File: config.mk
export PLATFORM = sky130hd
export DESIGN_NAME = rtc_bus_sequencer
export DESIGN_NICKNAME = d
export VERILOG_FILES = /design/src/rtl/rtc_bus_pkg.sv /design/src/rtl/rtc_bus_sequencer_rr_arb2.sv /design/src/rtl/rtc_bus_sequencer.sv
export SDC_FILE = /design/constraint.sdc
export NUM_CORES = 1
export LEC_CHECK = 0
export ABC_CLOCK_PERIOD_IN_PS = 3050
export BUFFER_PORTS_ARGS = -buffer_cell sky130_fd_sc_hd__buf_2
export CAP_MARGIN = 0
export CORE_MARGIN = 2
export CORE_UTILIZATION = 50
export CTS_BUF_LIST = sky130_fd_sc_hd__clkbuf_16
export CTS_CLUSTER_SIZE = 16
export DETAILED_ROUTE_END_ITERATION = 16
export PLACE_DENSITY = 0.85
export SYNTH_ARGS = -nofsm -noshare
export SYNTH_HDL_FRONTEND = slang
export SYNTH_SLANG_ARGS = --single-unit
File: constraint.sdc
create_clock -name clkW -period 3.05 [get_ports clkW]
set_input_delay 0.1525 -clock clkW [delete_from_list [all_inputs] [get_ports clkW]]
set_output_delay 0.1525 -clock clkW [all_outputs]
set_load 0.01 [all_outputs]
File: src/rtl/rtc_bus_pkg.sv
// Shared types and default constants for the RTC bus transaction sequencer.
// Contents: FSM state enum, operation enum, and default timing constants.
package rtc_bus_pkg;

    typedef enum logic [1:0] {
        IDLE = 2'd0,
        ADDR = 2'd1,
        DATA = 2'd2,
        GAP  = 2'd3
    } state_e;

    typedef enum logic {
        OP_RD = 1'b0,
        OP_WR = 1'b1
    } op_e;

    localparam int PHASE_LEN_D  = 23;
    localparam int GAP_LEN_D    = 2;
    localparam int SAMPLE_IDX_D = 12;
    localparam int CNT_W        = 5;

endpackage

File: src/rtl/rtc_bus_sequencer_rr_arb2.sv
// Two-requester round-robin arbiter (read vs. write).
// Ports:
//   clkW, resetAD      clock, async active-high reset
//   req_rd, req_wr     request levels
//   accept             the pick is taken this cycle; remember it as last winner
//   pick               combinational choice among the active requests
module rr_arb2
    import rtc_bus_pkg::*;
(
    input  logic clkW,
    input  logic resetAD,
    input  logic req_rd,
    input  logic req_wr,
    input  logic accept,
    output op_e  pick
);

    op_e last_winner_q, last_winner_d;

    // On a tie the op that did not win last time goes first. Reset value
    // READ makes a write win the first tie.
    always_comb begin
        pick = OP_RD;
        if (req_wr && (!req_rd || last_winner_q == OP_RD))
            pick = OP_WR;
        last_winner_d = last_winner_q;
        if (accept)
            last_winner_d = pick;
    end

    always_ff @(posedge clkW or posedge resetAD) begin
        if (resetAD) last_winner_q <= OP_RD;
        else         last_winner_q <= last_winner_d;
    end

endmodule

File: src/rtl/rtc_bus_sequencer.sv
// Transaction controller for the multiplexed address/data RTC bus.
// Each transaction is an address phase, a data phase (both PHASE_LEN cycles
// with enW high), and a GAP_LEN idle gap with enW low so the strobe
// generator's counter returns to 0.
// Ports:
//   clkW, resetAD                  clock, async active-high reset
//   rd_req/rd_addr                 read request (level, held until rd_gnt)
//   wr_req/wr_addr/wr_data         write request (level, held until wr_gnt)
//   rd_gnt, wr_gnt                 one-cycle grant pulses (first ADDR cycle)
//   busy                           grant through last GAP cycle
//   enW, c_ad                      strobe generator enable / address-phase flag
//   bus_out, bus_oe, bus_in        AD bus drive value, enable, readback
//   rd_data, rd_valid              captured read data and its update pulse
//   wr_done                        write completion pulse
module rtc_bus_sequencer
    import rtc_bus_pkg::*;
#(
    parameter int DW         = 8,
    parameter int PHASE_LEN  = PHASE_LEN_D,
    parameter int GAP_LEN    = GAP_LEN_D,
    parameter int SAMPLE_IDX = SAMPLE_IDX_D
) (
    input  logic          clkW,
    input  logic          resetAD,
    input  logic          rd_req,
    input  logic [DW-1:0] rd_addr,
    input  logic          wr_req,
    input  logic [DW-1:0] wr_addr,
    input  logic [DW-1:0] wr_data,
    output logic          rd_gnt,
    output logic          wr_gnt,
    output logic          busy,
    output logic          enW,
    output logic          c_ad,
    output logic [DW-1:0] bus_out,
    output logic          bus_oe,
    input  logic [DW-1:0] bus_in,
    output logic [DW-1:0] rd_data,
    output logic          rd_valid,
    output logic          wr_done
);

    localparam logic [CNT_W-1:0] PH_LAST  = CNT_W'(PHASE_LEN - 1);
    localparam logic [CNT_W-1:0] GAP_LAST = CNT_W'(GAP_LEN - 1);
    localparam logic [CNT_W-1:0] SMP      = CNT_W'(SAMPLE_IDX);

    state_e           state_q, state_d;
    logic [CNT_W-1:0] cnt_q, cnt_d;
    op_e              op_q, op_d;
    logic [DW-1:0]    addr_q, addr_d, data_q, data_d;
    logic [DW-1:0]    rd_data_q, rd_data_d, bus_out_q, bus_out_d;
    logic             rd_gnt_q, rd_gnt_d, wr_gnt_q, wr_gnt_d;
    logic             busy_q, busy_d, enw_q, enw_d, c_ad_q, c_ad_d;
    logic             bus_oe_q, bus_oe_d, rd_valid_q, rd_valid_d;
    logic             wr_done_q, wr_done_d;
    logic             accept;
    op_e              pick;

    rr_arb2 u_arb (
        .clkW    (clkW),
        .resetAD (resetAD),
        .req_rd  (rd_req),
        .req_wr  (wr_req),
        .accept  (accept),
        .pick    (pick)
    );

    always_comb begin
        state_d   = state_q;
        cnt_d     = cnt_q;
        op_d      = op_q;
        addr_d    = addr_q;
        data_d    = data_q;
        rd_data_d = rd_data_q;
        accept    = 1'b0;

        case (state_q)
            IDLE: begin
                if (rd_req || wr_req) begin
                    accept  = 1'b1;
                    op_d    = pick;
                    addr_d  = (pick == OP_WR) ? wr_addr : rd_addr;
                    data_d  = wr_data;
                    state_d = ADDR;
                    cnt_d   = '0;
                end
            end
            ADDR: begin
                if (cnt_q >= PH_LAST) begin
                    state_d = DATA;
                    cnt_d   = '0;
                end else begin
                    cnt_d = cnt_q + 1'b1;
                end
            end
            DATA: begin
                if (op_q == OP_RD && cnt_q == SMP)
                    rd_data_d = bus_in;
                if (cnt_q >= PH_LAST) begin
                    state_d = GAP;
                    cnt_d   = '0;
                end else begin
                    cnt_d = cnt_q + 1'b1;
                end
            end
            GAP: begin
                if (cnt_q >= GAP_LAST) begin
                    state_d = IDLE;
                    cnt_d   = '0;
                end else begin
                    cnt_d = cnt_q + 1'b1;
                end
            end
            default: begin
                state_d = IDLE;
                cnt_d   = '0;
            end
        endcase

        // Outputs are registered, so they are decoded from the state the
        // machine is entering rather than the one it is leaving.
        enw_d      = (state_d == ADDR) || (state_d == DATA);
        c_ad_d     = (state_d == ADDR);
        busy_d     = (state_d != IDLE);
        bus_oe_d   = (state_d == ADDR) || (state_d == DATA && op_d == OP_WR);
        bus_out_d  = '0;
        if (state_d == ADDR)
            bus_out_d = addr_d;
        else if (state_d == DATA && op_d == OP_WR)
            bus_out_d = data_d;
        rd_gnt_d   = accept && (pick == OP_RD);
        wr_gnt_d   = accept && (pick == OP_WR);
        rd_valid_d = (state_q == DATA) && (state_d == GAP) && (op_q == OP_RD);
        wr_done_d  = (state_q == DATA) && (state_d == GAP) && (op_q == OP_WR);
    end

    always_ff @(posedge clkW or posedge resetAD) begin
        if (resetAD) begin
            state_q    <= IDLE;
            cnt_q      <= '0;
            op_q       <= OP_RD;
            addr_q     <= '0;
            data_q     <= '0;
            rd_data_q  <= '0;
            bus_out_q  <= '0;
            rd_gnt_q   <= 1'b0;
            wr_gnt_q   <= 1'b0;
            busy_q     <= 1'b0;
            enw_q      <= 1'b0;
            c_ad_q     <= 1'b0;
            bus_oe_q   <= 1'b0;
            rd_valid_q <= 1'b0;
            wr_done_q  <= 1'b0;
        end else begin
            state_q    <= state_d;
            cnt_q      <= cnt_d;
            op_q       <= op_d;
            addr_q     <= addr_d;
            data_q     <= data_d;
            rd_data_q  <= rd_data_d;
            bus_out_q  <= bus_out_d;
            rd_gnt_q   <= rd_gnt_d;
            wr_gnt_q   <= wr_gnt_d;
            busy_q     <= busy_d;
            enw_q      <= enw_d;
            c_ad_q     <= c_ad_d;
            bus_oe_q   <= bus_oe_d;
            rd_valid_q <= rd_valid_d;
            wr_done_q  <= wr_done_d;
        end
    end

    assign rd_gnt   = rd_gnt_q;
    assign wr_gnt   = wr_gnt_q;
    assign busy     = busy_q;
    assign enW      = enw_q;
    assign c_ad     = c_ad_q;
    assign bus_out  = bus_out_q;
    assign bus_oe   = bus_oe_q;
    assign rd_data  = rd_data_q;
    assign rd_valid = rd_valid_q;
    assign wr_done  = wr_done_q;

endmodule

# Word level (Yosys, flattened, before mapping)
# Cells that the tools add are included.
totals:
  register_bits: 49
  input_bits: 36
  out_inout_bits: 24
  wordCells: 68
op_classes:
  addsub: 1
  order_cmp: 2
  n_eq_ne: 8
  muxes: 21
  bitwise_logic: 3
  reduce_logical: 17
ops:
  columns: ["op", "n"]
  rows:
  - ["2-to-1 mux 8 bit", 7]
  - ["2-to-1 mux 5 bit", 3]
  - ["case mux 5 bit (3 select lines)", 1]
  - ["equality test 2 bit, second input constant", 4]
  - ["logical AND 1 bit", 8]
  - ["2-to-1 mux 2 bit", 4]
  - ["case mux 2 bit (4 select lines)", 1]
  - ["adder 5 x 1 -> 5 bit, second input constant", 1]
  - ["equality test 5 x 4 -> 1 bit, second input constant", 1]
  - [">= comparator 5 x 1 -> 1 bit, second input constant", 1]
  - [">= comparator 5 bit, second input constant", 1]
  - ["2-to-1 mux 1 bit", 5]
  - ["equality test 2 x 1 -> 1 bit, second input constant", 2]
  - ["logical OR 1 bit", 4]
  - ["inverter 1 bit", 3]
  - ["logical NOT 2 bit", 1]
  - ["inequality test 2 bit, second input constant", 1]
  - ["AND reduction 2 bit", 1]
  - ["nonzero test 2 bit", 1]
  - ["OR reduction 2 bit", 1]
  - ["logical NOT 1 bit", 1]

# Logic depth before layout (Yosys ltp)
logic_depth:
  ltp_word: 9
  ltp_mapped: 11

# Hierarchy
# Synthesis repeated with hierarchy kept, for this count alone.
hier_totals:
  cells_unflattened: 183
  hier_area_um2: 2255.9
modules_own_cells:
  columns: ["module", "n_inst", "cells_per_inst", "area_each_um2"]
  rows:
  - ["rtc_bus_sequencer", 1, 179, 2200.9]
  - ["rr_arb2", 1, 4, 55.1]

# Worst setup path before layout
# No wires, ideal clock.
synth_timing:
  path_type: "register -> register"
  from: "reg cnt_q[1]"
  to: "reg bus_out_q[6], in the netlist bus_out[6]"
  setup_time_ns: 0.133
  arrival_time_ns: 2.675
  path_slack_ns: 0.242
  path_stages_with_launch: 12
  n_path_buf: 2
  synth_period_minus_slack_ns: 2.808
  path_cell_list: "dfrtp_1 inv_1 ha_1 or4b_1 or4_1 buf_2 a21oi_1 o31a_1 ha_1 clkbuf_1 nand4b_1 o21ai_0"
synth_rtl:
  columns: ["item", "line", "text"]
  rows:
  - ["start, declared", "rtc_bus_sequencer.sv:48", "logic [CNT_W-1:0] cnt_q, cnt_d;"]
  - ["start signal, assigned", "rtc_bus_sequencer.sv:156", "cnt_q <= cnt_d;"]
  - [">= comparator 5 x 1 -> 1 bit or >= comparator 5 bit (tied branches)", "rtc_bus_sequencer.sv:107, rtc_bus_sequencer.sv:89, rtc_bus_sequencer.sv:99", null]
  - ["2-to-1 mux 2 bit, on equally long branches", "rtc_bus_sequencer.sv:107, rtc_bus_sequencer.sv:89, rtc_bus_sequencer.sv:99", null]
  - ["case mux 2 bit (4 select lines) *", "rtc_bus_sequencer.sv:77", "case (state_q)"]
  - ["net state_d[0]", "rtc_bus_sequencer.sv:47", "state_e state_q, state_d;"]
  - ["equality test 2 x 1 -> 1 bit *", null, null]
  - ["net c_ad_d", "rtc_bus_sequencer.sv:53", "logic busy_q, busy_d, enw_q, enw_d, c_ad_q, c_ad_d;"]
  - ["2-to-1 mux 8 bit *", "rtc_bus_sequencer.sv:127", "if (state_d == ADDR)"]
  - ["net bus_out_d[6]", "rtc_bus_sequencer.sv:51", "logic [DW-1:0] rd_data_q, rd_data_d, bus_out_q, bus_out_d;"]
  - ["end signal, assigned", "rtc_bus_sequencer.sv:161", "bus_out_q <= bus_out_d;"]
  - ["end, declared", "rtc_bus_sequencer.sv:51", null]
# Mark *: on every way through the listed nets, which the timed path passes. The rest lies on a longest branch.
# A chain may end at the register's enable or synchronous reset.

# Final worst setup path
layout_timing:
  from: "reg cnt_q[1]"
  to: "reg bus_out_q[1], in the netlist bus_out[1]"
# Same word-level chain as after synthesis.

==> flow_summary.json <==
{
  "hold_viol_final": 0,
  "synth_area_leaders": "dfrtp_1 53%, mux2_2 7.8%, ha_1 7.1%, o21ai_0 3.7%, nor2_1 3.3%",
  "num_rows": 24,
  "wl_per_cell_um": 14.4,
  "grt_util_met1_pct": 24.5,
  "grtUsageMet2_pct": 31.7,
  "cts_root_buffer": "clkbuf_16",
  "drtIter0Drc": 72,
  "top_level_ports": 60,
  "cts_buffers": 5,
  "grt_overflow": 0,
  "htree_num_levels": 2,
  "async_flop_share_pct": 100,
  "clk_pin_slew_ns": 0.06,
  "syn_nets": 252,
  "cts_tree": "done",
  "synth_ff_type": "dfrtp_1",
  "drc": 0,
  "p_total_mw": 2.40,
  "rsz0062_at_grt": "false",
  "fin_crit_ns": 2.84,
  "powerDensity_nw_per_um2": 853,
  "synth_top_cell_by_area": "dfrtp_1",
  "holdWs_ns": 0.101,
  "dp_hpwl_um": 3280,
  "hold_path.class": "primary input to register",
  "r2r_slack_ns": 0.21,
  "dieWidth_um": 71.8,
  "core_um2": 4380,
  "grtUsageMet3_pct": 4.08,
  "r2r-end": "bus_out[1]",
  "n_fill_cell": 355,
  "final_cell_mix": "59 x buf_2, 49 x dfrtp_1, 20 x nor2_1",
  "vias": 1753,
  "grt_max_degree": 50,
  "timing.slew.headroom_pct": 32.5,
  "cts.path.max_buffers": 2,
  "required_ns": 3.25,
  "drt-pass1-iter-count": 4,
  "setup-violations-final": 0,
  "syn_to_final_growth_pct": 22.1,
  "startpoint": "cnt_q[1]",
  "max_stage_delay_ns": 0.47,
  "via_per_inst": 5.51,
  "n_antenna_cell": 0,
  "netlist_area_um2": 2300,
  "cpMostUsedCell": "o21ai_0",
  "cp_cell_sequence": "inv_1, ha_1, or4b_1, or4_1, a21oi_1, o31a_1, ha_2, buf_4, o21ai_0, o21ai_0",
  "grt.busiest_layer": "met2",
  "grt_pass1_wl_um": 7690,
  "ir_worst_vdd_mv": 0.514,
  "leakage_nw": 1.33,
  "synthDistinctLibCells": 34,
  "tightest_slew_ns": 1.01,
  "skew_ns": 0.00477,
  "synth-edff-count": 0,
  "worst_path_max_delay_cell": "or4b_1",
  "design.die.area_um2": 5160,
  "reg2reg_from": "cnt_q[1]",
  "antenna_found_initial": 0,
  "fin_tns_setup_ns": 0,
  "min_to": "rd_data[6]",
  "crit_path_end_kind": "register",
  "synth_top_area_share_pct": 53.3,
  "synthCells": 203,
  "drive_above_1_share_pct": 34.6,
  "grt_pass1_vias": 1665,
  "final_common_cell": "buf_2",
  "ys_seq_elements": 49,
  "gp_congestion": 0.809,
  "worstPathMaxFanout": 12,
  "startpoint_type": "register",
  "fmax_mhz": 352,
  "slew_violations": 0,
  "status": "completed",
  "crit_type": "register to register",
  "ys_seq_area_share_pct": 53.3,
  "die_y_um": 71.8,
  "start_util_pct": 52.5,
  "critical_path_arrival_ns": 3.04,
  "grt_usage_pct": 19.3,
  "cts_sinks": 49,
  "min_delay_path_depth": 2,
  "fin_nets": 315,
  "ys.warnings.count": 0,
  "port_buffers": 59,
  "finalWirelength_um": 4560,
  "min_from": "bus_in[6]",
  "ant_nets": 0,
  "cts_hold_buf": 0,
  "period_share_pct": 93.2,
  "drv_cap": 0,
  "rr_worst_depth": 10,
  "synth_area_per_cell_um2": 11.3,
  "clk_latency_ns": 0.29
}
-- registers in the layout (all words and copies together) (netlist names) --
name                 flops
addr_q                   8
data_q                   8
bus_oe                   1
state_q                  2
cnt_q                    5
enW                      1
rd_gnt                   1
rd_valid                 1
bus_out                  8
wr_done                  1
c_ad                     1
rd_data                  8
op_q                     1
u_arb.last_winner_q      1
wr_gnt                   1
busy                     1
-- cells by family (layout without fill, tap and decap cells) --
logic type | after synthesis | count (layout) | synth area share (%)
adder cells (fa/ha/maj) | 13 | 13 | 7.07
AO/OA/AOI/OAI | 49 | 49 | 14.8
multiplexers | 16 | 16 | 7.83
flip-flops | 49 | 49 | 53.3
AND/OR/NAND/NOR | 58 | 58 | 14.0
buffers and inverters | 18 | 81 | 2.99
-- area by class of cell --
class	instances	area [um^2]	share of cell area, %
Clock buffer	5	125	4.45
Sequential cell	49	1230	43.6
Inverter	9	33.8	1.20
Clock inverter	2	11.3	0.401
Timing Repair Buffer	65	340	12.1
Multi-Input combinational cell	136	1010	35.9
Tap cell	52	65.1	2.32
-- where the power goes --
part           total (mW)  leakage, nW  internal, mW  switching [mW]
sequential          0.984        0.594         0.884           0.100
clock               0.519       0.0633         0.296           0.223
combinational       0.892        0.671         0.384           0.509
-- how the worst max path moves through the flow --
stage / to / slack (ns) / depth (start not counted)
2_1_floorplan: bus_out[6] / 0.24 / 11
3_3_place_gp: bus_out[7] / 0.32 / 10
3_5_place_dp: bus_out[1] / 0.16 / 10
4_1_cts: bus_out[1] / 0.16 / 10
5_1_grt: bus_out[4] / 0.01 / 9
6_report: bus_out[1] / 0.21 / 10
-- repair_timing --
item | CTS | global route
buffers inserted | 0 | 0
resized for setup | 0 | 1
endpoints found under the setup margin | 0 | 1
endpoints found under the hold margin | 0 | 0
-- per-stage QoR --
| step | instance area (um^2) | cells | setup slack, ns | util [%] |
|---|---|---|---|---|
| after floorplan | 2300 | 203 | 0.242 | - |
| after global placement | 2670 | 311 | 0.316 | 60.9 |
| after detailed placement | 2670 | 311 | 0.160 | 60.9 |
| after CTS | 2810 | 318 | 0.156 | 64.0 |
| after global routing | 2810 | 318 | 0.00985 | 64.1 |
| final | 2810 | 318 | 0.207 | 64.1 |
-- layer usage --
metal / share of wire [%] / vias to the layer above
li1: - / 855
met5: 0 / -
met4: 2.1 / 0
met2: 50 / 32
met3: 3.5 / 8
met1: 44 / 858
-- Yosys cell counts, types with 2 or more instances --
cell type	number
a2111oi_2	2
a211o_1	2
a211oi_1	9
a21o_1	2
a21oi_1	4
a22o_1	2
and2_1	2
and3_1	3
clkbuf_1	8
dfrtp_1	49
ha_1	13
inv_1	9
mux2_2	16
nand2_1	8
nand3_1	4
nand4b_1	8
nor2_1	20
nor2b_1	9
o21ai_0	17
o31a_1	2
-- critical path: cells and delay by family, from the launching register on --
family	cells	cell delay [ns]
fa+ha+maj	2	0.43
flops	1	0.45
compound gates	4	0.70
buf+inv	2	0.26
simple gates	2	0.91
(Power assumes the default switching activity.)
